$ cat config.mk
export PLATFORM = sky130hd
export DESIGN_NAME = fast_cmd_word_aligner_flat
export DESIGN_NICKNAME = d
export VERILOG_FILES = /design/src/rtl/fast_cmd_word_aligner_if.sv /design/src/rtl/fast_cmd_word_aligner.sv /design/src/flat_wrapper.sv
export SDC_FILE = /design/constraint.sdc
export NUM_CORES = 1
export LEC_CHECK = 0
export CORE_MARGIN = 3
export CORE_UTILIZATION = 49
export DETAILED_ROUTE_END_ITERATION = 10
export GPL_TIMING_DRIVEN = 0
export MAX_ROUTING_LAYER = met4
export PLACE_DENSITY = 0.71
export SLEW_MARGIN = 0
export SYNTH_ARGS = -nofsm -noshare
export SYNTH_HDL_FRONTEND = slang
export SYNTH_SLANG_ARGS = --single-unit
$ cat constraint.sdc
create_clock -name clk320 -period 12 [get_ports clk320]
set_input_delay 2.4 -clock clk320 [delete_from_list [all_inputs] [get_ports clk320]]
set_output_delay 2.4 -clock clk320 [all_outputs]
set_load 0.005 [all_outputs]
$ cat src/rtl/fast_cmd_word_aligner_if.sv
// Fast-command aligner bus: serial input side and recovered-word side.
// The aligner itself is the slave; the bit-stream source is the master.
interface fast_cmd_word_aligner_if #(
  parameter int WORD_W   = 8,
  parameter int ERRCNT_W = 8
);
  logic                fc;
  logic                realign;
  logic                aligned;
  logic [WORD_W-1:0]   fcd;
  logic                fcdValid;
  logic                invalidCmd;
  logic [3:0]          slipCnt;
  logic [ERRCNT_W-1:0] errCnt;

  modport master (
    output fc, realign,
    input  aligned, fcd, fcdValid,
    input  invalidCmd, slipCnt, errCnt
  );

  modport slave (
    input  fc, realign,
    output aligned, fcd, fcdValid,
    output invalidCmd, slipCnt, errCnt
  );
endinterface

$ cat src/rtl/fast_cmd_word_aligner.sv
// Serial fast-command word aligner: slips one bit at a time until
// IDLE_WORD repeats LOCK_THR times, then frames and checks balanced words.
module fast_cmd_word_aligner #(
  parameter int                WORD_W     = 8,
  parameter logic [WORD_W-1:0] IDLE_WORD  = 8'hF0,
  parameter int                LOCK_THR   = 4,
  parameter int                UNLOCK_THR = 3,
  parameter int                ERRCNT_W   = 8
) (
  input  logic                     clk320,
  input  logic                     rstn,
  fast_cmd_word_aligner_if.slave   bus
);

  localparam int PH_W = $clog2(WORD_W);
  localparam logic [PH_W-1:0] PH_LAST = PH_W'(WORD_W - 1);

  localparam logic [0:0] S_SEARCH = 1'b0;
  localparam logic [0:0] S_LOCKED = 1'b1;

  logic [0:0]          r_state;
  logic [PH_W-1:0]     r_ph;
  logic [WORD_W-2:0]   r_sr;
  logic [3:0]          r_good;
  logic [3:0]          r_bad;
  logic [3:0]          r_slip;
  logic [ERRCNT_W-1:0] r_err;
  logic [WORD_W-1:0]   r_fcd;
  logic                r_fcd_vld;
  logic                r_inv;

  logic [WORD_W-1:0]   w_word;
  logic                w_bnd;
  logic                w_idle;
  logic                w_valid;
  logic                w_srch;
  logic [3:0]          w_good_nxt;
  logic [3:0]          w_bad_nxt;
  logic                w_lock_hit;
  logic                w_unlock_hit;

  function automatic logic f_balanced(
    input logic [WORD_W-1:0] w
  );
    int unsigned n;
    n = 0;
    for (int i = 0; i < WORD_W; i++)
      n += 32'(w[i]);
    return n == WORD_W / 2;
  endfunction

  assign w_word       = {r_sr, bus.fc};
  assign w_bnd        = (r_ph == PH_LAST);
  assign w_idle       = (w_word == IDLE_WORD);
  assign w_valid      = f_balanced(w_word);
  assign w_srch       = (r_state == S_SEARCH);
  assign w_good_nxt   = r_good + 4'd1;
  assign w_bad_nxt    = r_bad + 4'd1;
  assign w_lock_hit   = (w_good_nxt == 4'(LOCK_THR));
  assign w_unlock_hit = (w_bad_nxt == 4'(UNLOCK_THR));

  always_ff @(posedge clk320 or negedge rstn) begin
    if (!rstn) begin
      r_state   <= S_SEARCH;
      r_ph      <= '0;
      r_sr      <= '0;
      r_good    <= '0;
      r_bad     <= '0;
      r_slip    <= '0;
      r_err     <= '0;
      r_fcd     <= '0;
      r_fcd_vld <= 1'b0;
      r_inv     <= 1'b0;
    end else begin
      r_sr      <= {r_sr[WORD_W-3:0], bus.fc};
      r_fcd_vld <= 1'b0;
      r_inv     <= 1'b0;
      if (bus.realign) begin
        r_state <= S_SEARCH;
        r_ph    <= '0;
        r_good  <= '0;
        r_bad   <= '0;
        r_slip  <= '0;
        r_err   <= '0;
      end else begin
        unique case (1'b1)
          !w_bnd: begin
            r_ph <= r_ph + 1'b1;
          end
          w_bnd && w_srch && w_idle: begin
            r_ph <= '0;
            if (w_lock_hit) begin
              r_state <= S_LOCKED;
              r_good  <= '0;
            end else begin
              r_good  <= w_good_nxt;
            end
          end
          // ph held at the boundary: next bit is tried as a new word end
          w_bnd && w_srch && !w_idle: begin
            r_good <= '0;
            if (r_slip != 4'hF)
              r_slip <= r_slip + 4'd1;
          end
          w_bnd && !w_srch: begin
            r_ph      <= '0;
            r_fcd     <= w_word;
            r_fcd_vld <= 1'b1;
            if (!w_valid) begin
              r_inv <= 1'b1;
              if (r_err != '1)
                r_err <= r_err + ERRCNT_W'(1);
              if (w_unlock_hit) begin
                r_state <= S_SEARCH;
                r_bad   <= '0;
                r_good  <= '0;
                r_slip  <= '0;
              end else begin
                r_bad   <= w_bad_nxt;
              end
            end else begin
              r_bad <= '0;
            end
          end
        endcase
      end
    end
  end

  assign bus.aligned    = (r_state == S_LOCKED);
  assign bus.fcd        = r_fcd;
  assign bus.fcdValid   = r_fcd_vld;
  assign bus.invalidCmd = r_inv;
  assign bus.slipCnt    = r_slip;
  assign bus.errCnt     = r_err;

endmodule

$ cat src/flat_wrapper.sv
// flat-port wrapper written by rule: the top's interface ports become plain ports
module fast_cmd_word_aligner_flat 
#(
  parameter int                WORD_W     = 8,
  parameter logic [WORD_W-1:0] IDLE_WORD  = 8'hF0,
  parameter int                LOCK_THR   = 4,
  parameter int                UNLOCK_THR = 3,
  parameter int                ERRCNT_W   = 8
)
  (clk320, rstn, bus_fc, bus_realign, bus_aligned, bus_fcd, bus_fcdValid, bus_invalidCmd, bus_slipCnt, bus_errCnt);
  fast_cmd_word_aligner_if #(.WORD_W(WORD_W), .ERRCNT_W(ERRCNT_W)) bus_i ();
  input  logic clk320;
  input  logic rstn;
  input wire logic [$bits(bus_i.fc)-1:0] bus_fc;
  input wire logic [$bits(bus_i.realign)-1:0] bus_realign;
  output wire logic [$bits(bus_i.aligned)-1:0] bus_aligned;
  output wire logic [$bits(bus_i.fcd)-1:0] bus_fcd;
  output wire logic [$bits(bus_i.fcdValid)-1:0] bus_fcdValid;
  output wire logic [$bits(bus_i.invalidCmd)-1:0] bus_invalidCmd;
  output wire logic [$bits(bus_i.slipCnt)-1:0] bus_slipCnt;
  output wire logic [$bits(bus_i.errCnt)-1:0] bus_errCnt;
  assign bus_i.fc = bus_fc;
  assign bus_i.realign = bus_realign;
  assign bus_aligned = bus_i.aligned;
  assign bus_fcd = bus_i.fcd;
  assign bus_fcdValid = bus_i.fcdValid;
  assign bus_invalidCmd = bus_i.invalidCmd;
  assign bus_slipCnt = bus_i.slipCnt;
  assign bus_errCnt = bus_i.errCnt;
  fast_cmd_word_aligner #(.WORD_W(WORD_W), .IDLE_WORD(IDLE_WORD), .LOCK_THR(LOCK_THR), .UNLOCK_THR(UNLOCK_THR), .ERRCNT_W(ERRCNT_W)) u_core (.clk320(clk320), .rstn(rstn), .bus(bus_i));
endmodule
==> results of run 1 <==
metal layers:
layer,part of all wire [%],global-route usage (%),wire [um],up-vias
met5,0,-,0,-
met3,3.7,4.46,149,6
met1,50,24.6,2040,801
met2,44,24.9,1790,34
met4,1.6,5.43,63,0
li1,-,-,-,798
placed cells by master (no fill, tap or decap), types with 7 or more instances in the layout:
cell type         n
o21ai_0           7
xnor2_1           8
inv_1            17
mux2_2            8
nand2_1          13
nor2_1           17
clkdlybuf4s50_1  25
a21oi_1           7
nand3_1          14
dfrtp_1          41
ha_1             12
critical path: stages:
cell and delay, ns:
clkdlybuf4s50_1 0.53, inv_1 0.06, ha_1 0.28, inv_1 0.07, fa_1 0.42, fa_1 0.49, inv_1 0.05, fa_1 0.38
inv_1 0.08, fa_1 0.43, nor4bb_4 0.19, a31o_2 0.35, nor3_4 0.25, nand4_1 0.13, mux2_1 0.32
flip-flops by register name, summed over array words and instances, names as in the netlist:
signal,count
u_core.bus.errCnt,8
u_core.bus.fcd,8
u_core.r_sr,7
u_core.bus.slipCnt,4
u_core.r_bad,4
u_core.r_good,4
u_core.r_ph,3
u_core.bus.aligned,1
u_core.bus.fcdValid,1
u_core.bus.invalidCmd,1
cell families (layout without fill, tap and decap cells):
family | after synthesis | count (layout) | synth area share (%)
AND/OR/NAND/NOR | 74 | 74 | 21.1
flip-flops | 41 | 41 | 45.3
AO/OA/AOI/OAI | 35 | 35 | 11.8
buffers and inverters | 21 | 56 | 3.65
adder cells (fa/ha/maj) | 16 | 16 | 10.2
multiplexers | 10 | 10 | 4.92
XOR/XNOR | 8 | 8 | 3.09
power groups by stage:
| stage | Clock, uW | Combinational [uW] | Sequential [uW] |
|---|---|---|---|
| after global placement | 0 | 46.8 | 152 |
| after global routing | 119 | 55.0 | 150 |
| final | 112 | 48.6 | 149 |
| after CTS | 114 | 49.2 | 149 |
| after floorplan | 0 | 35.4 | 151 |
| after detailed placement | 0 | 49.3 | 152 |
synth_stat cells, types with 2 or more instances:
library cell | number | area share (%)
dfrtp_1 | 41 | 45
inv_1 | 17 | 2.8
nor2_1 | 17 | 2.8
nand3_1 | 14 | 3.1
nand2_1 | 13 | 2.2
ha_1 | 12 | 6.6
mux2_2 | 8 | 4.0
xnor2_1 | 8 | 3.1
a21oi_1 | 7 | 1.5
o21ai_0 | 7 | 1.5
nor4_2 | 5 | 2.8
fa_1 | 4 | 3.5
o31ai_1 | 4 | 1.3
buf_2 | 3 | 0.66
a21boi_1 | 2 | 0.66
a31oi_1 | 2 | 0.55
and2_1 | 2 | 0.55
and3_1 | 2 | 0.55
and4_1 | 2 | 0.77
nand2b_1 | 2 | 0.55
nand4_1 | 2 | 0.55
nor4b_2 | 2 | 1.3
o21ai_1 | 2 | 0.44
or2_2 | 2 | 0.55
through the flow:
| stage | power (uW) | hold slack (ns) | util (%) | instance area, um^2 | cells |
|---|---|---|---|---|---|
| after floorplan | 186 | 0.382 | - | 2260 | 205 |
| after global placement | 199 | 0.413 | 58.7 | 2590 | 283 |
| after detailed placement | 201 | 0.413 | 59.2 | 2610 | 284 |
| after CTS | 313 | 0.437 | 61.7 | 2720 | 292 |
| after global routing | 325 | 0.459 | 61.7 | 2720 | 292 |
| final | 310 | 0.434 | 61.7 | 2720 | 292 |
layout make-up:
type / count / share of cell area, %
Buffer: 4 / 0.689
Clock buffer: 6 / 2.66
Clock inverter: 2 / 1.42
Inverter: 17 / 2.34
Multi-Input combinational cell: 143 / 42.4
Sequential cell: 41 / 37.7
Tap cell: 52 / 2.39
Timing Repair Buffer: 27 / 10.4
worst max-delay path by stage:
stage | start | to | slack (ns) | cells after the start
detailed placement | bus_fc | u_core.bus.errCnt[7]$_DFFE_PN0P_ | 5.44 | 15
global route | bus_fc | u_core.bus.errCnt[7]$_DFFE_PN0P_ | 5.59 | 15
CTS | bus_fc | u_core.bus.errCnt[7]$_DFFE_PN0P_ | 5.75 | 15
finish | bus_fc | u_core.bus.errCnt[7]$_DFFE_PN0P_ | 5.76 | 15
floorplan | bus_fc | u_core.bus.errCnt[7]$_DFFE_PN0P_ | 6.18 | 14
global placement | bus_fc | u_core.bus.errCnt[7]$_DFFE_PN0P_ | 5.49 | 15
==> run metrics, run 1 <==
run status=complete, no violations; Sink Count=slightly above 40; worst slew pin tran=about 0.55 ns; Synth Flop Type=dfrtp_1; Area Growth Syn to Fin=20.3%; yosys warns=0; multi-input gate area in the final layout=about 1200 um^2; worst vdd ir=~0.067 mV; TritonCTS clock tree=yes; category of the most critical setup path=in -> reg; clock slew at reported path FFs=0.08 ns; Static Leak=about 0.0012 uW; Initial Utilization=51.3%; Final Hold Vio Count=0; Die Wd=~74 um; Slew headroom=about 63%; fin crit share=approximately half; worst hold endpoint=u_core.r_sr[4]$_DFF_PN0_; Hold Path Cell Cnt=0; EDFF count, synth=0; RR Startpoint=u_core.r_sr[0]$_DFF_PN0_; Max Buffers Root-to-Sink=2; syn_area_per_cell=~11 um^2; vias=about 1600; GPL Wtd Cong=0.796; Syn Inst Count=roughly 200; I/O pin count=27; pre-CTS setup slack=approximately 5.4 ns; post-route minimum period=about 6.2 ns; #FFs+latches synth=41; post-DR vias/cell=roughly 5.6; Worst Hold Class=reg -> reg; Routed WL=between 4 and 5 mm; setup_tns=0 ns; Clock Tree Root=clkbuf_8; first-pass GRT wire length=a little over 7 mm; Post-Syn Area=between 2000 and 2500 um^2; Switch Pwr=around 82 uW; WL/cell=13.8 um; fmax=between 0.15 and 0.2 GHz; Final Max Slew Viols=0; Clk Latency, worst-skew pair=around 0.3 ns; Die ar.=~5500 um^2; Post-CTS Setup Repair Bufs=0; Pre-Repair DR Iteration Count=4; post-synth net total=225; RSZ-0062 raised after global routing=false; Hold-fix buffers, CTS=0; residual DRC count=0; CTS buffer count=5; Core ar.=approximately 4400 um^2; Worst Reg-to-Reg Cells=14; HP Start=u_core.r_sr[3]$_DFF_PN0_; Post-CTS Resized=0; Max Clock Skew=between 0.01 and 0.015 ns; n_diodes=0; HPWL Detailed=~3 mm; chip height=roughly 74 um; Req. time, crit path=around 12 ns; Synth cell types=slightly below 50; Overflow after GRT=0; Post-synth ARST share=100%; Fillers=between 300 and 400; CP endpoint kind=flop; Routed Antenna Nets=0; Worst R2R End=u_core.bus.errCnt[7]$_DFFE_PN0P_; initial antenna violation count=0; final net count=~260; layout cells sized above 1=between 10% and 20%; row cnt=24; Internal Power=between 200 and 250 uW; vias in the first global route=1517; Critical Path Start Type=input port; largest net degree at the start of global routing=25; PD cells=roughly 110 nW/um^2; register area share after synthesis=45.3%; r2r setup slk=around 8 ns; switching part of the total=a little over a quarter; final-report setup violation count=0; crit path DAT=~6.4 ns; FF+latch area=1030 um^2; htree depth=2; Comb pwr share=about 16%; setup ws final=between 5 and 6 ns; power share of the clock group=between 30 and 40%; I/O Buffers=26; GRT Resource Usage Total=between 10% and 20%; Flop pwr share=48.3%; initial DRC count=78; max_cap viols=0; CP Max Fanout=8
(Power assumes the default switching activity.)
==> inputs of run 2 (changes only) <==
- clock period: 12 -> 6.2 ns (I/O delays scaled with it)
==> results of run 2 <==
Same layout as run 1 (identical final DEF). Status: complete, no violations.
Among the figures that moved: setup slack after placement 5.44 ns -> 0.798 ns; setup slack after layout 5.76 ns -> 1.12 ns; register-to-register setup slack 8.02 ns -> 2.22 ns; total power 310 uW -> 599 uW; worst IR drop on VDD 0.0670 mV -> 0.130 mV
==> inputs of run 3 (changes only) <==
- clock period: 6.2 -> 5 ns (I/O delays scaled with it)
==> run 3 against run 2 <==
  * Sequential power rose by 24%
  * Final cell count stayed put
  * Sequential cell count is the same
  * Combinational power up 28%
  * Die area unchanged
==> run metrics, run 3 (synthesis gave the netlist of run 1 again) <==
run status=complete, no violations; post-route minimum period=around 4.8 ns; Die ar.=5470 um^2; setup ws final=approximately 0.22 ns; fin crit share=95.7%; Clock Tree Root=clkbuf_8; Static Leak=between 0.001 and 0.0015 uW; I/O pin count=27; Sink Count=41; Final Max Slew Viols=0; final instance area=2730 um^2; Req. time, crit path=5.18 ns; Max Clock Skew=0.0102 ns; worst slew pin tran=approximately 0.55 ns; GPL Wtd Cong=slightly below 0.8; Critical Path Start Type=input port; crit path DAT=4.96 ns; TritonCTS clock tree=yes; largest net degree at the start of global routing=25; Worst Hold Class=reg -> reg; Overflow after GRT=0; Pre-Repair DR Iteration Count=4; htree depth=2; RSZ-0062 raised after global routing=false; most common cell after layout, fill and taps aside=dfrtp_1; vias=1643; HP Start=u_core.r_sr[3]$_DFF_PN0_; worst vdd ir=~0.16 mV; Final Hold Vio Count=0; overall power=between 700 and 800 uW; category of the most critical setup path=in -> reg; initial antenna violation count=0; commonest non-fill, non-tap cells in the layout=dfrtp_1 (41), clkdlybuf4s50_1 (25), inv_1 (17), nor2_1 (17), nand3_1 (14); Routed Antenna Nets=0; CP endpoint kind=flop; Worst Reg-to-Reg Cells=14; HPWL Detailed=roughly 3.0 mm; worst hold slack=0.435 ns; clock slew at reported path FFs=around 0.080 ns; GRT Resource Usage Total=approximately 18%; fmax=~0.21 GHz; layout cells sized above 1=~17%; chip height=74.0 um; setup_tns=0 ns; final net count=roughly 260; final-report setup violation count=0; r2r setup slk=1.08 ns; first-pass GRT wire length=a little over 7 mm; Clk Latency, worst-skew pair=around 0.30 ns; PD cells=roughly 270 nW/um^2; Core ar.=roughly 4400 um^2; post-DR vias/cell=5.63; Slew headroom=a little under two thirds; WL/cell=13.9 um; initial DRC count=92; RR Startpoint=u_core.r_sr[0]$_DFF_PN0_; pre-CTS setup slack=-0.162 ns; residual DRC count=0; CP Max Fanout=8; row cnt=24; CTS buffer count=5; vias in the first global route=1517; Critical path origin=bus_fc; I/O Buffers=26; DP Area=2610 um^2; n_diodes=0; Area Growth Syn to Fin=20.7%; Initial Utilization=51.3%; Routed WL=about 4.1 mm; max_cap viols=0; Max Buffers Root-to-Sink=2; Hold Path Cell Cnt=0; Die Wd=74.0 um
## run 3: cell count changes in the layout (fill, tap and decap cells not counted)
cell | previous run | this run
a31o_2 | 1 | 0
a31o_4 | 0 | 1
## run 3: area by class of cell
type / instances / area (um^2)
repair buffers: 27 / 283
inverters: 17 / 63.8
clock inverters: 2 / 38.8
multi-input cells: 143 / 1160
fillers: 378 / 1680
well taps: 52 / 65.1
plain buffers: 4 / 18.8
clock buffers: 6 / 72.6
flip-flops and latches: 41 / 1030
## run 3: report_power, final
| part | internal [uW] | leakage [uW] | switching, uW |
|---|---|---|---|
| combinational | 55.1 | 0.000603 | 64.8 |
| sequential | 344 | 0.000550 | 15.0 |
| clock | 150 | 0.0000554 | 118 |
| total | 549 | 0.00121 | 198 |
## run 3: path summary, 6_finish.rpt
check,end
min,u_core.r_sr[4]$_DFF_PN0_
min reg2reg,u_core.r_sr[4]$_DFF_PN0_
max in group asynchronous,u_core.bus.errCnt[5]$_DFFE_PN0P_
max reg2reg,u_core.bus.errCnt[7]$_DFFE_PN0P_
max,u_core.bus.errCnt[7]$_DFFE_PN0P_
min in group asynchronous,u_core.r_good[0]$_DFFE_PN0P_
## run 3: critical path, stage by stage
cell             delay [ns]
clkdlybuf4s50_1        0.53
inv_1                  0.06
ha_1                   0.28
inv_1                  0.07
fa_1                   0.42
fa_1                   0.49
inv_1                  0.05
fa_1                   0.38
inv_1                  0.08
fa_1                   0.43
nor4bb_4               0.19
a31o_4                 0.30
nor3_4                 0.23
nand4_1                0.13
mux2_1                 0.32
## run 3: routing by layer
metal,GRT usage (%),up-vias,share of wire [%]
li1,-,796,-
met1,24.6,809,51
met2,24.9,32,44
met3,4.46,6,3.5
met4,5.43,0,1.6
met5,-,-,0
## run 3: through the flow
stage / instances / util (%)
2_1_floorplan: 205 / -
5_1_grt: 292 / 61.9
3_5_place_dp: 284 / 59.2
3_3_place_gp: 283 / 58.7
4_1_cts: 292 / 61.7
6_report: 292 / 61.9
## run 3: timing repair
item                                    4_1_cts  5_1_grt
setup buffers                                 0        0
resized for setup                             0        1
endpoints found under the hold margin         0        0
hold buffers                                  0        0
endpoints found under the setup margin        0        1
